$ cat src/rtl/ofmap_writer_pkg.sv
// Shared defaults and FSM encoding for the output feature-map write stage.
package ofmap_writer_pkg;

  localparam int unsigned DEF_DATA_WIDTH = 16;
  localparam int unsigned DEF_ACC_WIDTH  = 32;

  typedef enum logic [1:0] {
    IDLE = 2'd0,
    RUN  = 2'd1,
    LAST = 2'd2
  } state_t;

endpackage

$ cat src/rtl/ofmap_writer_requant_sat.sv
// Combinational requantizer: round-half-up shift, optional ReLU, saturate to DATA_WIDTH.
module requant_sat #(
  parameter int unsigned ACC_WIDTH  = 32,
  parameter int unsigned DATA_WIDTH = 16,
  parameter int unsigned SHIFT      = 8,
  parameter int unsigned RELU_EN    = 1
) (
  input  logic signed [ACC_WIDTH-1:0]  acc,
  output logic signed [DATA_WIDTH-1:0] q_c,
  output logic                         sat_c
);

  // One guard bit keeps acc + rounding constant from overflowing.
  localparam int unsigned EW = ACC_WIDTH + 1;
  localparam logic signed [EW-1:0] RND     = signed'((EW'(1) << SHIFT) >> 1);
  localparam logic signed [EW-1:0] SAT_MAX =
    signed'(EW'((longint'(1) <<< (DATA_WIDTH - 1)) - longint'(1)));
  localparam logic signed [EW-1:0] SAT_MIN = ~SAT_MAX;

  logic signed [EW-1:0] ext;
  logic signed [EW-1:0] rnd;
  logic signed [EW-1:0] shf;
  logic signed [EW-1:0] rel;
  logic signed [EW-1:0] clip;

  always_comb begin
    ext   = {acc[ACC_WIDTH-1], acc};
    rnd   = ext + RND;
    shf   = rnd >>> SHIFT;
    rel   = ((RELU_EN != 0) && shf[EW-1]) ? '0 : shf;
    clip  = rel;
    sat_c = 1'b0;
    if (rel > SAT_MAX) begin
      clip  = SAT_MAX;
      sat_c = 1'b1;
    end else if (rel < SAT_MIN) begin
      clip  = SAT_MIN;
      sat_c = 1'b1;
    end
    q_c = DATA_WIDTH'(clip);
  end

endmodule

$ cat src/rtl/ofmap_writer.sv
// Output write stage: accepts accumulator words, requantizes, writes one DEPTH-word map per start.
module ofmap_writer
  import ofmap_writer_pkg::*;
#(
  parameter int unsigned DATA_WIDTH = DEF_DATA_WIDTH,
  parameter int unsigned ACC_WIDTH  = DEF_ACC_WIDTH,
  parameter int unsigned SHIFT      = 8,
  parameter int unsigned RELU_EN    = 1,
  parameter int unsigned DEPTH      = 256
) (
  input  logic                          clk,
  input  logic                          rst,
  input  logic                          start,
  input  logic                          in_valid,
  output logic                          in_ready,
  input  logic signed [ACC_WIDTH-1:0]   in_data,
  output logic                          mem_we,
  output logic [$clog2(DEPTH)-1:0]      mem_addr,
  output logic signed [DATA_WIDTH-1:0]  mem_din,
  output logic                          busy,
  output logic                          done,
  output logic                          sat_flag
);

  localparam int unsigned AW = $clog2(DEPTH);

  state_t                        state;
  logic [AW-1:0]                 cnt;
  logic signed [DATA_WIDTH-1:0]  q_c;
  logic                          sat_c;

  requant_sat #(
    .ACC_WIDTH  (ACC_WIDTH),
    .DATA_WIDTH (DATA_WIDTH),
    .SHIFT      (SHIFT),
    .RELU_EN    (RELU_EN)
  ) u_requant (
    .acc   (in_data),
    .q_c   (q_c),
    .sat_c (sat_c)
  );

  // Single registered FSM; in_ready depends only on state so it is set on the transition.
  always_ff @(posedge clk) begin
    if (rst) begin
      state    <= IDLE;
      cnt      <= '0;
      in_ready <= 1'b0;
      mem_we   <= 1'b0;
      mem_addr <= '0;
      mem_din  <= '0;
      busy     <= 1'b0;
      done     <= 1'b0;
      sat_flag <= 1'b0;
    end else begin
      mem_we <= 1'b0;
      done   <= 1'b0;
      case (state)
        IDLE: begin
          if (start) begin
            state    <= RUN;
            cnt      <= '0;
            sat_flag <= 1'b0;
            in_ready <= 1'b1;
            busy     <= 1'b1;
          end
        end
        RUN: begin
          if (in_valid) begin
            mem_we   <= 1'b1;
            mem_addr <= cnt;
            mem_din  <= q_c;
            sat_flag <= sat_flag | sat_c;
            if (cnt == AW'(DEPTH - 1)) begin
              state    <= LAST;
              in_ready <= 1'b0;
              done     <= 1'b1;
            end else begin
              cnt <= cnt + AW'(1);
            end
          end
        end
        LAST: begin
          state <= IDLE;
          busy  <= 1'b0;
        end
        default: begin
          state    <= IDLE;
          in_ready <= 1'b0;
          busy     <= 1'b0;
        end
      endcase
    end
  end

endmodule

$ cat config.mk
export PLATFORM = sky130hd
export DESIGN_NAME = ofmap_writer
export DESIGN_NICKNAME = d
export VERILOG_FILES = /design/src/rtl/ofmap_writer_pkg.sv /design/src/rtl/ofmap_writer_requant_sat.sv /design/src/rtl/ofmap_writer.sv
export SDC_FILE = /design/constraint.sdc
export NUM_CORES = 1
export LEC_CHECK = 0
export ABC_AREA = 1
export CAP_MARGIN = 15
export CORE_MARGIN = 2
export CORE_UTILIZATION = 50
export CTS_BUF_LIST = sky130_fd_sc_hd__clkbuf_8
export DETAILED_ROUTE_END_ITERATION = 8
export PLACE_DENSITY = 0.9
export SYNTH_ARGS = -nofsm -noshare
export SYNTH_HDL_FRONTEND = slang
export SYNTH_SLANG_ARGS = --single-unit
$ cat constraint.sdc
create_clock -name clk -period 2.5 [get_ports clk]
set_input_delay 0.5 -clock clk [delete_from_list [all_inputs] [get_ports clk]]
set_output_delay 0.5 -clock clk [all_outputs]
set_load 0.02 [all_outputs]
==> results of run 1 <==
-- through the flow --
stage	utilization	setup slack, ns	hold slack (ns)	TNS (ns)	total power [mW]
6_report	0.6911	0.2747	0.4463	0	1.407
5_1_grt	0.6911	0.1055	0.4797	0	1.478
4_1_cts	0.6911	0.2608	0.4557	0	1.418
3_5_place_dp	0.6731	-0.05348	0.4432	-0.4983	1.012
3_3_place_gp	0.6731	-0.01029	0.4258	-0.01299	1.004
2_1_floorplan	-	0.5766	0.4391	0	0.8600
-- cell families after synthesis --
family | share of synthesized area
DFF | 0.3197
buffers and inverters | 0.07582
xor gates and xnor gates | 0.02152
AOI/OAI and AO/OA | 0.1260
adders and majority gates | 0.01024
and+or+nand+nor | 0.4467
-- metal layers --
layer | GRT usage | part of all wire
met5 | 0 | 0
met4 | 0.07677 | 0.012
met3 | 0.03292 | 0.058
met2 | 0.4107 | 0.51
met1 | 0.2464 | 0.42
-- flip-flops by register name (all words and copies together), names as in the netlist --
signal and flops:
state 2, mem_addr 8, mem_din 16, cnt 8
sat_flag 1, mem_we 1, done 1, in_ready 1
busy 1
-- cell type report --
cell class | count | area [µm²]
inverter | 34 | 127.6
tap | 67 | 83.83
fill | 428 | 1459
timing repair buffer | 74 | 710.7
sequential | 39 | 780.7
multi-input combinational | 285 | 1476
clock buffer | 5 | 68.82
clock inverter | 3 | 16.27
-- worst register-to-register path: stages (launching register included) --
cell	delay, ns
dfxtp_1	0.36
inv_1	0.08
nor2_1	0.22
nand2_2	0.18
nand2_1	0.14
nand2_1	0.13
nor2_1	0.24
nand3_1	0.14
nor2_1	0.14
o21ai_0	0.09
a21oi_1	0.12
-- placed cells by master (no fill, tap or decap), drive strengths merged, types with 4 or more instances in the layout --
cell and n:
xor2 4, clkdlybuf4s50 57, nor2 77, clkbuf 5
or2 5, nand2 108, inv 35, o21ai 35
a21oi 20, buf 17, dfxtp 39, nand3b 4
nand3 21
-- worst paths after layout --
path	startpoint	end	slack, ns	cells after the start
worst max register to register	state[0]	cnt[7]	0.62	10
worst max-delay path	in_data[13]	sat_flag	0.27	14
worst min-delay path	mem_din[15]	mem_din[15]	0.45	2
worst min register to register	mem_din[15]	mem_din[15]	0.45	2
-- power groups by stage --
stage	logic [mW]	registers (mW)	clock network, mW
after floorplan	0.149	0.711	0
after global placement	0.323	0.681	0
after detailed placement	0.331	0.681	0
after CTS	0.332	0.668	0.418
after global routing	0.362	0.671	0.444
final	0.331	0.667	0.408
==> results.py, run 1 <==
metrics = {
    "timing": {
        "relSlewSlack": 0.6503,
        "maxSlewViolCount": 0,
        "setup_viol": 0,
        "hold_viol_final": 0,
        "worst_slew_pin_slew_ns": 0.5239,
        "final.period_utilization": 0.8901,
        "rsz0062_at_grt": "false",
        "final.min_clock_period_ns": 2.225,
        "fmax_mhz": 449.4,
        "finalClockSkew_ns": 0.009784,
    },
    "detailed_routing": {
        "vias": 2554,
        "first_pass_iters": 4,
        "dr.first_iter.drc_count": 136,
        "drc": 0,
        "wire_per_inst_um": 11.14,
        "drt-vias-per-instance": 5.037,
        "drt_wl_total_mm": 5.649,
        "drtAntennaViolNets": 0,
    },
    "logic_synthesis": {
        "yosysTopAreaCellShare": 0.3197,
        "synthCells": 367,
        "avgSynthCellArea_um2": 6.655,
        "yosys_most_used_dff": "dfxtp_1",
        "synth_edf_count": 0,
        "syn_nets": 405,
        "ys_warn_count": 0,
        "seq_area_frac_synth": 0.3197,
        "synth_most_common_cell": "nand2_1",
        "postSynth.asyncResetShare": 0,
        "yosysTopAreaCell": "dfxtp_1",
        "ys_seq_elements": 39,
        "ys_types": 27,
        "syn-cell-area_um2": 2442,
        "yosys-top-cells-area": "dfxtp_1 (32%), nand2_1 (15%), nor2_1 (7.2%), o21ai_0 (7.2%), nor2_4 (6.5%)",
        "netlist_top_cells_count": "nand2_1 (95), nor2_1 (47), dfxtp_1 (39)",
    },
    "power": {
        "combPwrFrac": 0.236,
        "power_frac_seq": 0.474,
        "p_leak_nw": 1.348,
        "p_int_mw": 0.9914,
        "power.switching_mw": 0.4154,
        "pwr-share-clk": 0.290,
        "power.density_nw_per_um2": 431.0,
        "ir_drop_mv": 0.2245,
        "p_sw_frac": 0.2952,
    },
    "worst_setup_path": {
        "cp-end-kind": "register",
        "crit_type": "input port to register",
        "cp_slowest_cell": "clkdlybuf4s50_1",
        "crit_top_cell": "nand2_1",
        "cp_max_fo": 16,
        "max_stage_delay_ns": 0.57,
        "crit_buf_inv": 2,
        "cp_data_required_time_ns": 2.72,
        "cp-start-kind": "input port",
        "crit_arrival_ns": 2.45,
        "cp_top_family": "simple AND/OR/NAND/NOR gates",
        "crit_chain": "clkdlybuf4s50_1 -> nand2_2 -> nor2_4 -> nand2_1 -> nor2_1 -> nand2_1 -> nand2_4 -> nand3_1 -> nand2_1 -> nor2_4 -> nand3_4 -> buf_12 -> nand2_1 -> a21oi_1",
    },
    "global_routing": {
        "grt_usage": 0.2185,
        "globalRoute.totalOverflow": 0,
        "grt_max_degree": 23,
        "first_global_vias": 2314,
        "antenna_found_initial": 0,
        "grt_pass1_wl_mm": 9.404,
    },
    "cts": {
        "hold_buffers": 0,
        "clkTransAtPathRegs_ns": 0.07,
        "numCtsBuffers": 5,
        "clk_latency_ns": 0.29,
        "clock_sinks": 39,
        "cts_tree": "yes",
        "postCtsSetupBuffers": 0,
        "cts-root-buf": "clkbuf_8",
        "clock_tree.htree_level_count": 2,
        "post_cts_resized": 0,
        "cts_max_path_buffers": 2,
    },
    "placed_design": {
        "hpwl_mm": 4.569,
        "dp.cells": 499,
        "io_buffers": 57,
        "placed_area_um2": 3179,
        "gp_congestion": 0.8936,
    },
    "floorplan": {
        "start_util": 0.5171,
        "die_h_um": 73.89,
        "die_w_um": 73.89,
        "die_area_um2": 5460,
        "floorplan.rows": 25,
        "core_area_um2": 4723,
        "ioPinCount": 65,
    },
    "flow_run": {
        "max-cap-violations": 0,
    },
    "cells_and_area": {
        "drive_above_1_share": 0.1705,
        "finalInstanceArea_um2": 3264,
        "fin_nets": 477,
        "finalNonFillerCells": 507,
        "diodes": 0,
        "syn_to_final_growth_pct": 33.66,
    },
    "run_status": {
        "outcome": "complete, no violations",
    },
    "hold_path": {
        "min_path_type": "register to register",
    },
}
Note: power is estimated with default switching activity, not from simulation.
==> inputs of run 2 (changes only) <==
--- a/config.mk
+++ b/config.mk
@@ -7,7 +7,7 @@
 export LEC_CHECK = 0
 export ABC_AREA = 1
 export CAP_MARGIN = 15
-export CORE_MARGIN = 2
+export CORE_MARGIN = 1.5
 export CORE_UTILIZATION = 50
 export CTS_BUF_LIST = sky130_fd_sc_hd__clkbuf_8
 export DETAILED_ROUTE_END_ITERATION = 8
==> run 2 against run 1 <==
Compared with the run above: critical path depth grew 2; worst setup slack worse by 0.080 ns; worst hold slack got worse by 0.0011 ns; sequential share of layout area shrank 0.055 points; non-clock buffer count rose by 1; sequential cell count is the same; fmax is 3.5% lower; sequential power is essentially flat; utilization grew 0.16 points; register-to-register slack better by 0.03 ns; critical path type unchanged.
==> results.py, run 2 (synthesis results as in run 1) <==
metrics = {
    "cts": {
        "cts_max_path_buffers": 2,
        "clock_sinks": 39,
        "cts-root-buf": "clkbuf_8",
        "post_cts_resized": 0,
        "clkTransAtPathRegs_ns": 0.07,
        "cts_tree": "yes",
        "postCtsSetupBuffers": 0,
        "clk_latency_ns": 0.29,
        "hold_buffers": 0,
        "numCtsBuffers": 5,
        "clock_tree.htree_level_count": 2,
    },
    "global_routing": {
        "globalRoute.totalOverflow": 0,
        "first_global_vias": 2320,
        "grt_pass1_wl_mm": 9.549,
        "antenna_found_initial": 0,
        "grt_usage": 0.2254,
        "grt_max_degree": 23,
    },
    "cells_and_area": {
        "largest_reg_flops": 16,
        "fill_cells": 403,
        "diodes": 0,
        "syn_to_final_growth_pct": 33.97,
        "finalNonFillerCells": 508,
        "fin_nets": 478,
        "top_regs": "mem_din: 16 flops, cnt: 8 flops, mem_addr: 8 flops",
        "largest_register": "mem_din",
        "drive_above_1_share": 0.1723,
        "utilization": 0.6927,
        "most-common-layout-cells": "nand2_1 (95), clkdlybuf4s50_1 (57), nor2_1 (47), dfxtp_1 (39), o21ai_0 (35)",
        "mostFrequentLayoutCell": "nand2_1",
    },
    "worst_setup_path": {
        "rrSetupSlack_ns": 0.65,
        "r2r-start": "state[0]",
        "cp_max_fo": 13,
        "crit_arrival_ns": 2.49,
        "crit_top_cell": "nand2_1",
        "ff2ff_path_depth": 10,
        "cp-end-kind": "register",
        "max_stage_delay_ns": 0.49,
        "cp_slowest_cell": "clkdlybuf4s50_1",
        "crit_type": "input port to register",
        "crit_chain": "clkdlybuf4s50_1 -> ha_1 -> nand3_1 -> inv_1 -> nand2_4 -> nor2_8 -> nand2_2 -> nand2_1 -> nand2_1 -> nand2_1 -> nand2_2 -> nor2_4 -> nand3_4 -> buf_12 -> nor2_2 -> nor2_2",
        "regToRegEndpoint": "cnt[7]",
        "cp_data_required_time_ns": 2.68,
        "cp-start-kind": "input port",
    },
    "floorplan": {
        "die_w_um": 72.89,
        "floorplan.rows": 25,
        "start_util": 0.5171,
        "ioPinCount": 65,
        "core_area_um2": 4723,
        "die_h_um": 72.89,
        "die_area_um2": 5313,
    },
    "hold_path": {
        "hold_depth": 2,
        "hp-start": "mem_din[15]",
        "min_path_type": "register to register",
        "worstHoldEndpoint": "mem_din[15]",
    },
    "power": {
        "power.density_nw_per_um2": 430.1,
        "ir_drop_mv": 0.2252,
        "p_leak_nw": 1.352,
    },
    "placed_design": {
        "dpl_worst_slack_ns": -0.1134,
        "dp.cells": 500,
        "io_buffers": 57,
        "hpwl_mm": 4.509,
        "gp_congestion": 0.8909,
    },
    "timing": {
        "relSlewSlack": 0.6137,
        "setup_ws_ns": 0.1951,
        "final.period_utilization": 0.9220,
        "final.min_clock_period_ns": 2.305,
        "rsz0062_at_grt": "false",
        "fmax_mhz": 433.9,
        "worst_slew_pin_slew_ns": 0.5788,
        "maxSlewViolCount": 0,
        "finalClockSkew_ns": 0.003263,
        "fin_hold_ws_ns": 0.4452,
        "setup_viol": 0,
        "hold_viol_final": 0,
    },
    "detailed_routing": {
        "highest_layer": "met4",
        "drt_wl_total_mm": 5.668,
        "met1_length_mm": 2.495,
        "dr.first_iter.drc_count": 120,
        "wl_met3_um": 243,
        "drt-vias-per-instance": 5.002,
        "wl_met2_mm": 2.838,
        "first_pass_iters": 4,
        "drtAntennaViolNets": 0,
        "vias": 2541,
        "drc": 0,
        "wire_per_inst_um": 11.16,
    },
    "run_status": {
        "outcome": "complete, no violations",
    },
    "flow_run": {
        "max-cap-violations": 0,
    },
}
## run 2: cell count changes in the layout (fill, tap and decap cells not counted)
cell,change
buf_4,+1
## run 2: report_power, final
part           switching (mW)  internal, mW  leakage, nW
combinational           0.182         0.151        0.989
clock                   0.215         0.191       0.0453
sequential             0.0170         0.651        0.318
## run 2: worst max-delay path: cells and delay by family
| family | cells | cell delay [ns] |
|---|---|---|
| fa+ha+maj | 1 | 0.17 |
| buf+inv | 3 | 0.82 |
| simple gates | 12 | 0.98 |
## run 2: worst max path at each step
| stage | from | endpoint | slack (ns) | cells past startpoint |
|---|---|---|---|---|
| global placement | in_data[7] | mem_din[4] | -0.02 | 16 |
| CTS | in_data[7] | mem_din[6] | 0.20 | 16 |
| finish | in_data[7] | mem_din[6] | 0.20 | 16 |
| detailed placement | in_data[7] | mem_din[6] | -0.11 | 16 |
| floorplan | in_data[7] | mem_din[11] | 0.58 | 15 |
| global route | in_data[7] | mem_din[6] | 0.03 | 16 |
## run 2: cell type report
| type | instances | area, µm² | share of cell area |
|---|---|---|---|
| clock buffer | 5 | 68.82 | 0.02103 |
| clock inverter | 3 | 16.27 | 0.004971 |
| inverter | 34 | 127.6 | 0.03901 |
| multi-input combinational | 285 | 1476 | 0.4512 |
| sequential | 39 | 780.7 | 0.2386 |
| tap | 67 | 83.83 | 0.02562 |
| timing repair buffer | 75 | 718.2 | 0.2195 |
## run 2: per-stage QoR
stage / cell area [µm²] / power [mW] / setup TNS, ns
floorplan: 2442 / 0.8600 / 0
global placement: 3187 / 1.006 / -0.09278
detailed placement: 3187 / 1.015 / -1.392
CTS: 3272 / 1.422 / 0
global route: 3272 / 1.481 / 0
finish: 3272 / 1.407 / 0
## run 2: per-layer routing
layer  vias to the layer above  GRT usage
met4                         0    0.07338
met3                        12    0.04696
met2                        75     0.4210
met1                      1145     0.2530
met5                         -          0
li1                       1309          -
==> inputs of run 3 (changes only) <==
--- a/config.mk
+++ b/config.mk
@@ -7,6 +7,7 @@
 export LEC_CHECK = 0
 export ABC_AREA = 1
 export CAP_MARGIN = 15
+export CORE_ASPECT_RATIO = 0.5
 export CORE_MARGIN = 1.5
 export CORE_UTILIZATION = 50
 export CTS_BUF_LIST = sky130_fd_sc_hd__clkbuf_8
==> run 3 against run 2 <==
Compared with the run above: cell count is 0.79% lower; largest cell class unchanged; combinational power is essentially flat; first-iteration DRC count is 25% lower; worst setup slack better by 0.062 ns; via count down 5.0%; global-route usage is 0.36 points lower; routed wire length fell by 6.8%; utilization grew 2.4 points; highest routed layer unchanged; design area fell by 0.27%.
==> results.py, run 3 (synthesis results as in run 1) <==
metrics = {
    "run_status": {
        "outcome": "complete, no violations",
    },
    "placed_design": {
        "placed_area_um2": 3191,
        "hpwl_mm": 4.253,
        "io_buffers": 57,
        "dpl_worst_slack_ns": -0.06937,
        "gp_congestion": 0.8140,
    },
    "timing": {
        "setup_ws_ns": 0.2568,
        "final.min_clock_period_ns": 2.243,
        "maxSlewViolCount": 0,
        "finalClockSkew_ns": 0.004062,
        "hold_viol_final": 0,
        "worst_slew_pin_slew_ns": 0.5254,
        "final.period_utilization": 0.8973,
        "relSlewSlack": 0.6493,
        "setup_viol": 0,
        "fmax_mhz": 445.8,
        "rsz0062_at_grt": "false",
        "fin_hold_ws_ns": 0.4440,
    },
    "cts": {
        "clk_latency_ns": 0.28,
        "cts_tree": "yes",
        "cts-root-buf": "clkbuf_8",
        "numCtsBuffers": 5,
        "clock_tree.htree_level_count": 2,
        "clkTransAtPathRegs_ns": 0.06,
        "clock_sinks": 39,
        "cts_max_path_buffers": 2,
        "postCtsSetupBuffers": 0,
        "hold_buffers": 0,
        "post_cts_resized": 0,
    },
    "floorplan": {
        "start_util": 0.5366,
        "floorplan.rows": 17,
        "ioPinCount": 65,
        "core_area_um2": 4552,
        "die_h_um": 52.42,
        "die_w_um": 101.8,
        "die_area_um2": 5338,
    },
    "power": {
        "power.switching_mw": 0.3855,
        "pwr-share-clk": 0.271,
        "combPwrFrac": 0.242,
        "p_leak_nw": 1.349,
        "power_frac_seq": 0.487,
        "p_int_mw": 0.9848,
        "ir_drop_mv": 0.2438,
        "p_sw_frac": 0.2813,
        "power.density_nw_per_um2": 419.9,
    },
    "hold_path": {
        "min_path_type": "register to register",
    },
    "global_routing": {
        "globalRoute.totalOverflow": 0,
        "grt_max_degree": 23,
        "antenna_found_initial": 0,
        "grt_pass1_wl_mm": 9.294,
        "grt_usage": 0.2218,
        "first_global_vias": 2230,
    },
    "detailed_routing": {
        "wire_per_inst_um": 10.48,
        "first_pass_iters": 4,
        "drtAntennaViolNets": 0,
        "drt-vias-per-instance": 4.792,
        "drt_wl_total_mm": 5.280,
        "dr.first_iter.drc_count": 90,
        "drc": 0,
        "vias": 2415,
    },
    "worst_setup_path": {
        "crit_type": "input port to register",
        "cp_data_required_time_ns": 2.68,
        "cp-start-kind": "input port",
        "crit_arrival_ns": 2.42,
        "cp_max_fo": 16,
        "cp-end-kind": "register",
    },
    "cells_and_area": {
        "top_regs": "mem_din: 16 flops, cnt: 8 flops, mem_addr: 8 flops",
        "mostFrequentLayoutCell": "nand2_1",
        "most-common-layout-cells": "nand2_1 (95), clkdlybuf4s50_1 (57), nor2_1 (47), dfxtp_1 (39), o21ai_0 (35)",
        "finalInstanceArea_um2": 3263,
        "fin_nets": 477,
        "diodes": 0,
        "drive_above_1_share": 0.1667,
        "largest_register": "mem_din",
        "largest_reg_flops": 16,
        "syn_to_final_growth_pct": 33.61,
    },
    "flow_run": {
        "max-cap-violations": 0,
    },
}
[run 3: worst max-delay path: stages]
cell and delay (ns):
clkdlybuf4s50_1 0.49, ha_1 0.18, nand3_1 0.08, inv_1 0.14
nand2_4 0.09, nor2_8 0.12, nand2_2 0.05, nand2_1 0.05
nand2_1 0.05, nand2_1 0.06, nand2_2 0.06, nor2_4 0.13
nand3_4 0.08, buf_12 0.17, nor2_1 0.11, nor2_1 0.04
[run 3: path summary, 6_finish.rpt]
path	from	endpoint	slack (ns)	cells past startpoint
worst min register to register	mem_din[15]	mem_din[15]	0.44	2
worst min-delay path	mem_din[15]	mem_din[15]	0.44	2
worst max register to register	state[0]	cnt[7]	0.72	10
worst max-delay path	in_data[7]	mem_din[4]	0.26	16
[run 3: per-layer routing]
metal	part of all wire	vias up	GRT usage
li1	-	1302	-
met3	0.024	8	0.03200
met1	0.47	1070	0.2642
met5	0	-	0
met4	0.012	0	0.07991
met2	0.49	35	0.4133
[run 3: per-stage QoR]
step	utilization	instances	power, mW	TNS (ns)
2_1_floorplan	-	367	0.8600	0
3_3_place_gp	0.7009	498	1.008	0
3_5_place_dp	0.7009	498	1.013	-0.6577
4_1_cts	0.7169	504	1.379	0
5_1_grt	0.7169	504	1.447	0
6_report	0.7169	504	1.370	0
[run 3: area by class of cell]
type | instances | area (µm²)
clock buffer | 5 | 68.82
clock inverter | 1 | 3.754
fill | 403 | 1289
inverter | 34 | 127.6
multi-input combinational | 285 | 1476
sequential | 39 | 780.7
tap | 66 | 82.58
timing repair buffer | 74 | 723.2
[run 3: power by group through the flow]
stage	Combinational (mW)	Sequential [mW]	Clock [mW]
4_1_cts	0.333	0.668	0.378
5_1_grt	0.367	0.670	0.409
6_report	0.331	0.667	0.372
3_5_place_dp	0.332	0.681	0
2_1_floorplan	0.149	0.711	0
3_3_place_gp	0.327	0.681	0
==> edit, RTL diff (flow settings as in run 3) <==
Register the output `sat_flag` once more; this adds one clock of latency there. The other outputs are not delayed to match.
--- a/src/rtl/ofmap_writer.sv
+++ b/src/rtl/ofmap_writer.sv
@@ -23,6 +23,8 @@
 );
 
   localparam int unsigned AW = $clog2(DEPTH);
+
+  logic sat_flag_s0;
 
   state_t                        state;
   logic [AW-1:0]                 cnt;
@@ -51,7 +53,7 @@
       mem_din  <= '0;
       busy     <= 1'b0;
       done     <= 1'b0;
-      sat_flag <= 1'b0;
+      sat_flag_s0 <= 1'b0;
     end else begin
       mem_we <= 1'b0;
       done   <= 1'b0;
@@ -60,7 +62,7 @@
           if (start) begin
             state    <= RUN;
             cnt      <= '0;
-            sat_flag <= 1'b0;
+            sat_flag_s0 <= 1'b0;
             in_ready <= 1'b1;
             busy     <= 1'b1;
           end
@@ -70,7 +72,7 @@
             mem_we   <= 1'b1;
             mem_addr <= cnt;
             mem_din  <= q_c;
-            sat_flag <= sat_flag | sat_c;
+            sat_flag_s0 <= sat_flag_s0 | sat_c;
             if (cnt == AW'(DEPTH - 1)) begin
               state    <= LAST;
               in_ready <= 1'b0;
@@ -93,5 +95,9 @@
     end
   end
 
+  always_ff @(posedge clk) begin
+    sat_flag <= sat_flag_s0;
+  end
+
 endmodule
 
Check against the original RTL: not equivalent (a bounded check fails within 4 cycles, from zero or initial values and one cycle with rst high).
==> edit against run 3 <==
Via count increased by 2.4%; total power up 8.0%; clock power is 22% higher; largest power group unchanged; combinational power up 3%; worst hold slack got worse by 0.084 ns; final area increased by 3.2%; die area increased by 0.78%; sequential cell count up 1; core utilization grew 1.9 points; critical endpoint is now mem_din[3]; worst setup slack got worse by 0.037 ns; critical path depth down 1; largest cell class unchanged; routed wire length grew 9.2%; synthesized area grew 0.82%; sequential share of layout area down 0.14 points.
==> edit: results (changes against run 3) <==
- Run status: finished, final reports clean
- Setup WS pre-CTS: -0.0527 ns (+0.0167 ns)
- Leak pwr: 0.00140 uW (+4.1%)
- Worst r2r path cells: 12 (+2)
- Final #Nets: 486 (+1.9%)
- Slew HR: 63.0% (-1.9 points)
- Number of global-route vias before repair: 2237 (+0.31%)
- Syn_area_per_cell: 6.69 um^2 (+0.55%)
- Min-delay src: sat_flag_s0
- Initial DRC count: 121 (+34%)
- Final HPWL DP: 4.41 mm (+3.8%)
- Placer congestion estimate: 0.873 (+7.3%)
- CP startpoint: in_data[16]
- Syn nets: 406 (+0.25%)
- Top post-synthesis cells by area: dfxtp_1 (33%), nand2_1 (14%), nor2_1 (7.2%)
- WP data arrival: 2.46 ns (+0.04 ns)
- Hold Path Cell Cnt: 0 (-2)
- Non-Filler Instances: 514 (+2.0%)
- Peak supply drop: 0.263 mV (+7.7%)
- Ys async rst share: 0% (unchanged)
- Layout cell share with drive strength beyond 1: 18.5% (+1.9 points)
- Critical path fanouts, max: 8 (-8)
- First-pass GRT wire length: 9.61 mm (+3.4%)
- Top cells by count, synth: nand2_1 (95), nor2_1 (47), dfxtp_1 (40)
- Cts bufs inserted: 5 (unchanged)
- Final hold slack: 0.360 ns (-0.0838 ns)
- Pin count of the biggest net entering global routing: 25 (+8.7%)
- Hold Buf Count CTS: 0 (unchanged)
- Via Count: 2472 (+2.4%)
- Max Slew Vio Count: 0 (unchanged)
- Total global-route track usage: 23.1% (+0.93 points)
- Final clock skew: 0.00270 ns (-0.00137 ns)
- Register area share after synthesis: 32.5% (+0.55 points)
- R2r startpoint: cnt[0]
- Min-Delay Endpoint: sat_flag
- Final wirelength: 5.77 mm (+9.2%)
- Worst R2R Setup Slack: 0.64 ns (-0.08 ns)
==> edit: cell count changes in the layout (fill, tap and decap cells not counted), sizes merged <==
cell / change
inv: -1
dfxtp: +1
clkbuf: +2
buf: +8
==> edit: stage by stage <==
step / power [uW] / area (um^2)
5_1_grt: 1550 / 3370
2_1_floorplan: 878 / 2460
3_3_place_gp: 1030 / 3270
4_1_cts: 1490 / 3370
3_5_place_dp: 1040 / 3270
6_report: 1480 / 3370
==> edit: metal layers <==
layer / wire, um / track usage, %
met5: 0 / 0
met1: 2630 / 26.5
met2: 2840 / 43.2
met4: 118 / 8.45
met3: 180 / 4.67
==> edit: layout make-up <==
class,count,area (um^2)
sequential,40,801
multi-input combinational,285,1480
fill,358,1210
clock buffer,7,96.3
inverter,34,128
tap,66,82.6
timing repair buffer,82,783
==> edit: logic make-up after synthesis <==
group / share of synthesized area (%)
DFF: 32.5
adders and majority gates: 1.02
xor gates and xnor gates: 2.13
and+or+nand+nor: 44.3
buffers and inverters: 7.52
AOI/OAI and AO/OA: 12.5
==> edit: worst max-delay path by stage <==
stage | endpoint | slack (ns) | depth (start not counted)
floorplan | mem_din[11] | 0.58 | 15
global placement | mem_din[3] | -0.03 | 16
detailed placement | mem_din[6] | -0.05 | 15
CTS | mem_din[3] | 0.23 | 15
global route | mem_din[3] | 0.04 | 15
finish | mem_din[3] | 0.22 | 15
==> edit: where the power goes <==
group          switching [uW]  internal (uW)
logic                     184            157
registers                16.8            668
clock network             208            245
==> edit: worst max-delay path, cell delays in order <==
cell and delay, ns:
clkdlybuf4s50_1 0.53, nand2_1 0.15, nor2_2 0.15, nand2_1 0.10, nor2_4 0.15, nand2_1 0.07, nand2_1 0.06, nand2_1 0.05
nand2_1 0.05, nand2_1 0.08, nor2_4 0.11, nand3_4 0.12, buf_12 0.16, nor2_1 0.12, nor2_1 0.06
